**src/rtl/cgra0_run_ctrl.sv**
```systemverilog
// cgra0_run_ctrl: run controller for the cgra0 array.
// Streams host configuration words onto the PE configuration chain, lets the
// chain settle, then drives the global PE enable until every output stream
// reports completion. The array is stalled whenever an input stream runs low
// or an output buffer nears full.
module cgra0_run_ctrl #(
  parameter int CONF_WIDTH = 64,
  parameter int NUM_IN     = 4,
  parameter int NUM_OUT    = 4,
  parameter int CONF_DRAIN = 8
) (
  input  logic                  clk,
  input  logic                  rst,
  input  logic                  start,
  input  logic                  abort,
  input  logic [15:0]           conf_cnt,
  input  logic [CONF_WIDTH-1:0] conf_data,
  input  logic                  conf_valid,
  output logic                  conf_ready,
  output logic [CONF_WIDTH-1:0] conf_bus_out,
  input  logic [NUM_IN-1:0]     in_low,
  input  logic [NUM_IN-1:0]     in_done,
  input  logic [NUM_OUT-1:0]    out_afull,
  input  logic [NUM_OUT-1:0]    out_done,
  output logic                  en,
  output logic                  busy,
  output logic                  done,
  output logic [31:0]           run_cycles
);

  // The drain counter only has to hold CONF_DRAIN-1; it counts down to zero.
  localparam int DW = (CONF_DRAIN < 2) ? 1 : $clog2(CONF_DRAIN);
  localparam logic [DW-1:0] DRAIN_LOAD = DW'(CONF_DRAIN - 1);

  typedef enum logic [2:0] {
    S_IDLE,
    S_CONF,
    S_DRAIN,
    S_RUN,
    S_DONE
  } state_t;

  state_t                r_state;
  logic [15:0]           r_wordCnt;
  logic [DW-1:0]         r_drainCnt;
  logic [CONF_WIDTH-1:0] r_confBus;
  logic                  r_en;
  logic [31:0]           r_runCycles;

  logic w_stall;
  logic w_allDone;
  logic w_startOk;

  // An input stream that has delivered everything may sit low without stalling.
  assign w_stall   = (|(in_low & ~in_done)) | (|out_afull);
  assign w_allDone = &out_done;
  assign w_startOk = start & (r_state == S_IDLE) & ~abort;

  assign conf_ready   = (r_state == S_CONF);
  assign conf_bus_out = r_confBus;
  assign en           = r_en;
  assign busy         = (r_state != S_IDLE);
  assign done         = (r_state == S_DONE);
  assign run_cycles   = r_runCycles;

  // Sequencer: state, word/drain counters, chain word and PE enable; the chain idles at zero.
  always_ff @(posedge clk) begin
    if (rst) begin
      r_state    <= S_IDLE;
      r_wordCnt  <= '0;
      r_drainCnt <= '0;
      r_confBus  <= '0;
      r_en       <= 1'b0;
    end else if (abort) begin
      r_state    <= S_IDLE;
      r_wordCnt  <= '0;
      r_drainCnt <= '0;
      r_confBus  <= '0;
      r_en       <= 1'b0;
    end else begin
      r_confBus <= '0;
      r_en      <= 1'b0;
      case (r_state)
        S_IDLE: begin
          if (start) begin
            r_wordCnt <= conf_cnt;
            r_state   <= (conf_cnt != 16'd0) ? S_CONF : S_RUN;
          end
        end
        S_CONF: begin
          if (conf_valid) begin
            r_confBus <= conf_data;
            r_wordCnt <= r_wordCnt - 16'd1;
            if (r_wordCnt == 16'd1) begin
              r_state    <= S_DRAIN;
              r_drainCnt <= DRAIN_LOAD;
            end
          end
        end
        S_DRAIN: begin
          if (r_drainCnt == '0) begin
            r_state <= S_RUN;
          end else begin
            r_drainCnt <= r_drainCnt - DW'(1);
          end
        end
        S_RUN: begin
          if (w_allDone) begin
            r_state <= S_DONE;
          end else begin
            r_en <= ~w_stall;
          end
        end
        S_DONE: begin
          r_state <= S_IDLE;
        end
        default: begin
          r_state <= S_IDLE;
        end
      endcase
    end
  end

  // Enabled-cycle counter: cleared by an accepted start, saturating at all ones.
  always_ff @(posedge clk) begin
    if (rst) begin
      r_runCycles <= '0;
    end else if (w_startOk) begin
      r_runCycles <= '0;
    end else if (r_en && (r_runCycles != 32'hFFFF_FFFF)) begin
      r_runCycles <= r_runCycles + 32'd1;
    end
  end

endmodule

```
**config.mk**
```make
export PLATFORM = sky130hd
export DESIGN_NAME = cgra0_run_ctrl
export DESIGN_NICKNAME = d
export VERILOG_FILES = /design/src/rtl/cgra0_run_ctrl.sv
export SDC_FILE = /design/constraint.sdc
export NUM_CORES = 1
export LEC_CHECK = 0
export BUFFER_PORTS_ARGS = -buffer_cell sky130_fd_sc_hd__buf_2
export CAP_MARGIN = 20
export CORE_ASPECT_RATIO = 1.5
export CORE_MARGIN = 2
export CORE_UTILIZATION = 43
export CTS_CLUSTER_SIZE = 25
export DETAILED_ROUTE_END_ITERATION = 16
export HOLD_SLACK_MARGIN = 0.12
export PLACE_DENSITY = 0.87
export SLEW_MARGIN = 10
export SYNTH_ARGS = -nofsm -noshare
export SYNTH_HDL_FRONTEND = slang
export SYNTH_SLANG_ARGS = --single-unit
```
**constraint.sdc**
```tcl
create_clock -name clk -period 2.1 [get_ports clk]
set_clock_uncertainty 0.15 [all_clocks]
set_input_delay 0.105 -clock clk [delete_from_list [all_inputs] [get_ports clk]]
set_output_delay 0.105 -clock clk [all_outputs]
set_load 0.01 [all_outputs]
```
==> impl_metrics.py <==
metrics = {
    "logic_synthesis": {
        "synthDistinctLibCells": 58,
        "synthSimpleGateAreaFrac_pct": 26.9,
        "synth_seq_cells": 119,
        "synthAdderAreaFrac_pct": 1.30,
        "yosys_most_used_dff": "dfxtp_1",
        "synth_xor_area_share_pct": 2.36,
        "synthArstFlopShare_pct": 0,
        "synth_area_leader_cell": "dfxtp_1",
        "synth.area.top_cells": "dfxtp_1 (49%), and2_1 (8.6%), nor2_1 (3.1%)",
        "muxShareOfSynthArea_pct": 0.831,
        "synth_compound_area_share_pct": 14.5,
        "ys_seq_area_share_pct": 49.4,
        "synth-edff-count": 0,
        "synth_warnings": 0,
        "syn_area_per_cell_um2": 9.14,
        "postSynthCellCount": 527,
        "synth.net_count": 633,
        "synth_top_area_share_pct": 49.4,
        "syn_area_um2": 4820,
        "synth_top_family_by_area": "simple AND/OR/NAND/NOR gates",
    },
    "timing": {
        "fin_crit_ns": 2.05,
        "fin_crit_sh_pct": 97.7,
        "hold_viol_final": 0,
        "tightestPinTransition_ns": 0.504,
        "slew_viol_final": 0,
        "relSlewSlack_pct": 66.2,
        "setup_viol": 0,
        "max_freq_ghz": 0.487,
        "finalWorstSetupSlack_ns": 0.0484,
        "tns_ns": 0,
    },
    "placed_design": {
        "place_congestion": 0.873,
        "port_buffers": 200,
        "preCtsSetupSlack_ns": 0.0535,
        "dp_cells": 879,
        "dp_hpwl_mm": 9.88,
    },
    "route": {
        "route.met2.wl_mm": 9.04,
        "top_layer": "met4",
        "wl_mm": 16.4,
        "num_vias": 5300,
        "drc": 0,
        "vias_per_cell": 5.29,
        "wl_met1_mm": 5.83,
        "postRouteAntennaNets": 0,
        "wl_met3_mm": 1.05,
        "detail_route.wl_per_cell_um": 16.4,
        "drtPass1Iterations": 5,
        "drt-initial-drc-count": 251,
    },
    "power": {
        "peakVddDrop_uv": 561,
        "power_switching_uw": 1400,
        "p_seq_share_pct": 39.9,
        "power.leakage_uw": 0.00356,
        "switching_share_pct": 24.2,
        "power.share.combinational_pct": 9.9,
        "p_total_uw": 5780,
        "p_int_uw": 4380,
        "p_per_area_nw_per_um2": 749,
        "p_clk_share_pct": 50.2,
    },
    "finish": {
        "final_cell_mix": "buf_2 (200), dfxtp_1 (119), dlygate4sd3_1 (91)",
        "seq_area_um2": 2380,
        "multi_input_comb_area_um2": 2290,
        "syn2layout_area_growth_pct": 60.2,
        "stdcell_count": 1002,
        "final_common_cell": "buf_2",
        "nFillCells": 771,
        "layout.nets": 948,
        "final_layout_size_suffix_gt1_share_pct": 34.6,
        "antennaDiodeCount": 0,
    },
    "hold_path": {
        "holdPathEnd": "r_state[1]",
        "holdPathStages": 5,
        "min_from": "out_done[0]",
        "hp-class": "input port to flop",
    },
    "grt": {
        "grt_pass1_wl_mm": 25.3,
        "grt_use_total_pct": 26.2,
        "grt_overflow": 0,
        "antenna_found_initial": 0,
        "grt_start_max_net_pins": 65,
        "grt_pass1_vias": 5185,
    },
    "die": {
        "fp-row-count": 47,
        "die_height_um": 134,
        "io_pins": 201,
        "die-area_um2": 12100,
        "core_um2": 11000,
        "die_w_um": 90.4,
        "initial_core_util_pct": 43.8,
    },
    "cts": {
        "cts_tree": "yes",
        "clk_pin_slew_ns": 0.06,
        "numCtsBuffers": 17,
        "clock_latency_ns": 0.41,
        "cts_root_buf": "clkbuf_16",
        "clockBufferDepth": 2,
        "cts_sinks": 119,
        "cts_setup_buffers": 0,
        "h-tree-depth": 4,
    },
    "setup_path": {
        "cp-end-kind": "flop",
        "critical_path_arrival_ns": 2.19,
        "r2r_start": "r_wordCnt[1]",
        "r2r_cells": 6,
        "crit_type": "flop to flop",
        "crit_fanout": 3,
        "r2r_setup_slack_ns": 0.05,
        "reg2reg_to": "r_wordCnt[12]",
        "cp_data_required_time_ns": 2.24,
        "cp-start-kind": "flop",
    },
    "status": {
        "outcome": "completed",
    },
    "flow_run": {
        "drv_cap": 0,
    },
}
[worst max-delay path, stage by stage, from the launching register on]
cell and delay [ns]:
dfxtp_1 0.33, inv_1 0.08, ha_1 0.15, or4b_4 0.49
or4_4 0.44, o211ai_1 0.18, a31oi_1 0.10
[logic make-up after synthesis]
kind of cell	after synthesis
AO/OA/AOI/OAI	107
flip-flops	119
AND/OR/NAND/NOR	228
XOR/XNOR	13
multiplexers	4
adder cells (fa/ha/maj)	5
buffers and inverters	51
[per-layer routing]
layer | vias to the layer above | track usage [%]
met1 | 2463 | 26.6
met5 | - | 0
met3 | 52 | 6.90
met4 | 0 | 11.2
met2 | 293 | 50.1
li1 | 2492 | -
[synth_stat cells (all sizes together), types with 9 or more instances]
library cell	instances
or3	10
nor3	10
xnor2	12
a21oi	25
nand3	11
nand4	17
dfxtp	119
buf	9
o21ai	30
clkbuf	23
nor2	40
a211oi	12
and2	66
nand2	30
nor4	13
inv	19
[worst max-delay path by stage]
stage	startpoint	end	slack (ns)	depth (start not counted)
after floorplan	r_wordCnt[0]	r_wordCnt[12]	0.04	7
after global placement	r_wordCnt[0]	r_wordCnt[15]	0.11	5
after detailed placement	r_wordCnt[1]	r_wordCnt[8]	0.05	7
after CTS	r_wordCnt[0]	r_wordCnt[9]	0.02	5
after global routing	run_cycles[1]	run_cycles[28]	-0.06	6
final	r_wordCnt[1]	r_wordCnt[12]	0.05	6
[metrics by stage]
stage,instance area (um2),util (%),hold slack [ns]
after floorplan,4820,-,0.0767
after global placement,6150,55.9,0.153
after detailed placement,6150,55.9,0.158
after CTS,7650,69.6,0.131
after global routing,7720,70.2,0.214
final,7720,70.2,0.136
[cell type report]
class / instances / share of cell area [%]
Clock buffer: 18 / 5.56
Sequential cell: 119 / 30.9
Multi-Input combinational cell: 357 / 29.6
Inverter: 19 / 0.924
Clock inverter: 14 / 2.12
Tap cell: 147 / 2.38
Timing Repair Buffer: 328 / 28.5
[what timing repair did]
item,CTS,global route
hold buffers,91,0
gates resized for setup,0,16
hold endpoints to repair,99,0
setup endpoints to repair,0,22
[power by group through the flow]
stage	Sequential (uW)	Combinational (uW)	Clock, uW
CTS	2300	524	2940
floorplan	2350	198	0
detailed placement	2350	386	0
global placement	2350	380	0
global route	2310	616	3040
finish	2310	571	2910
[sequential cells by signal, summed over array words and instances (netlist names)]
signal and cells:
conf_bus_out 64, run_cycles 32, r_wordCnt 16, r_drainCnt 3, r_state 3, en 1
No activity file was read; power rests on OpenSTA's default activity.
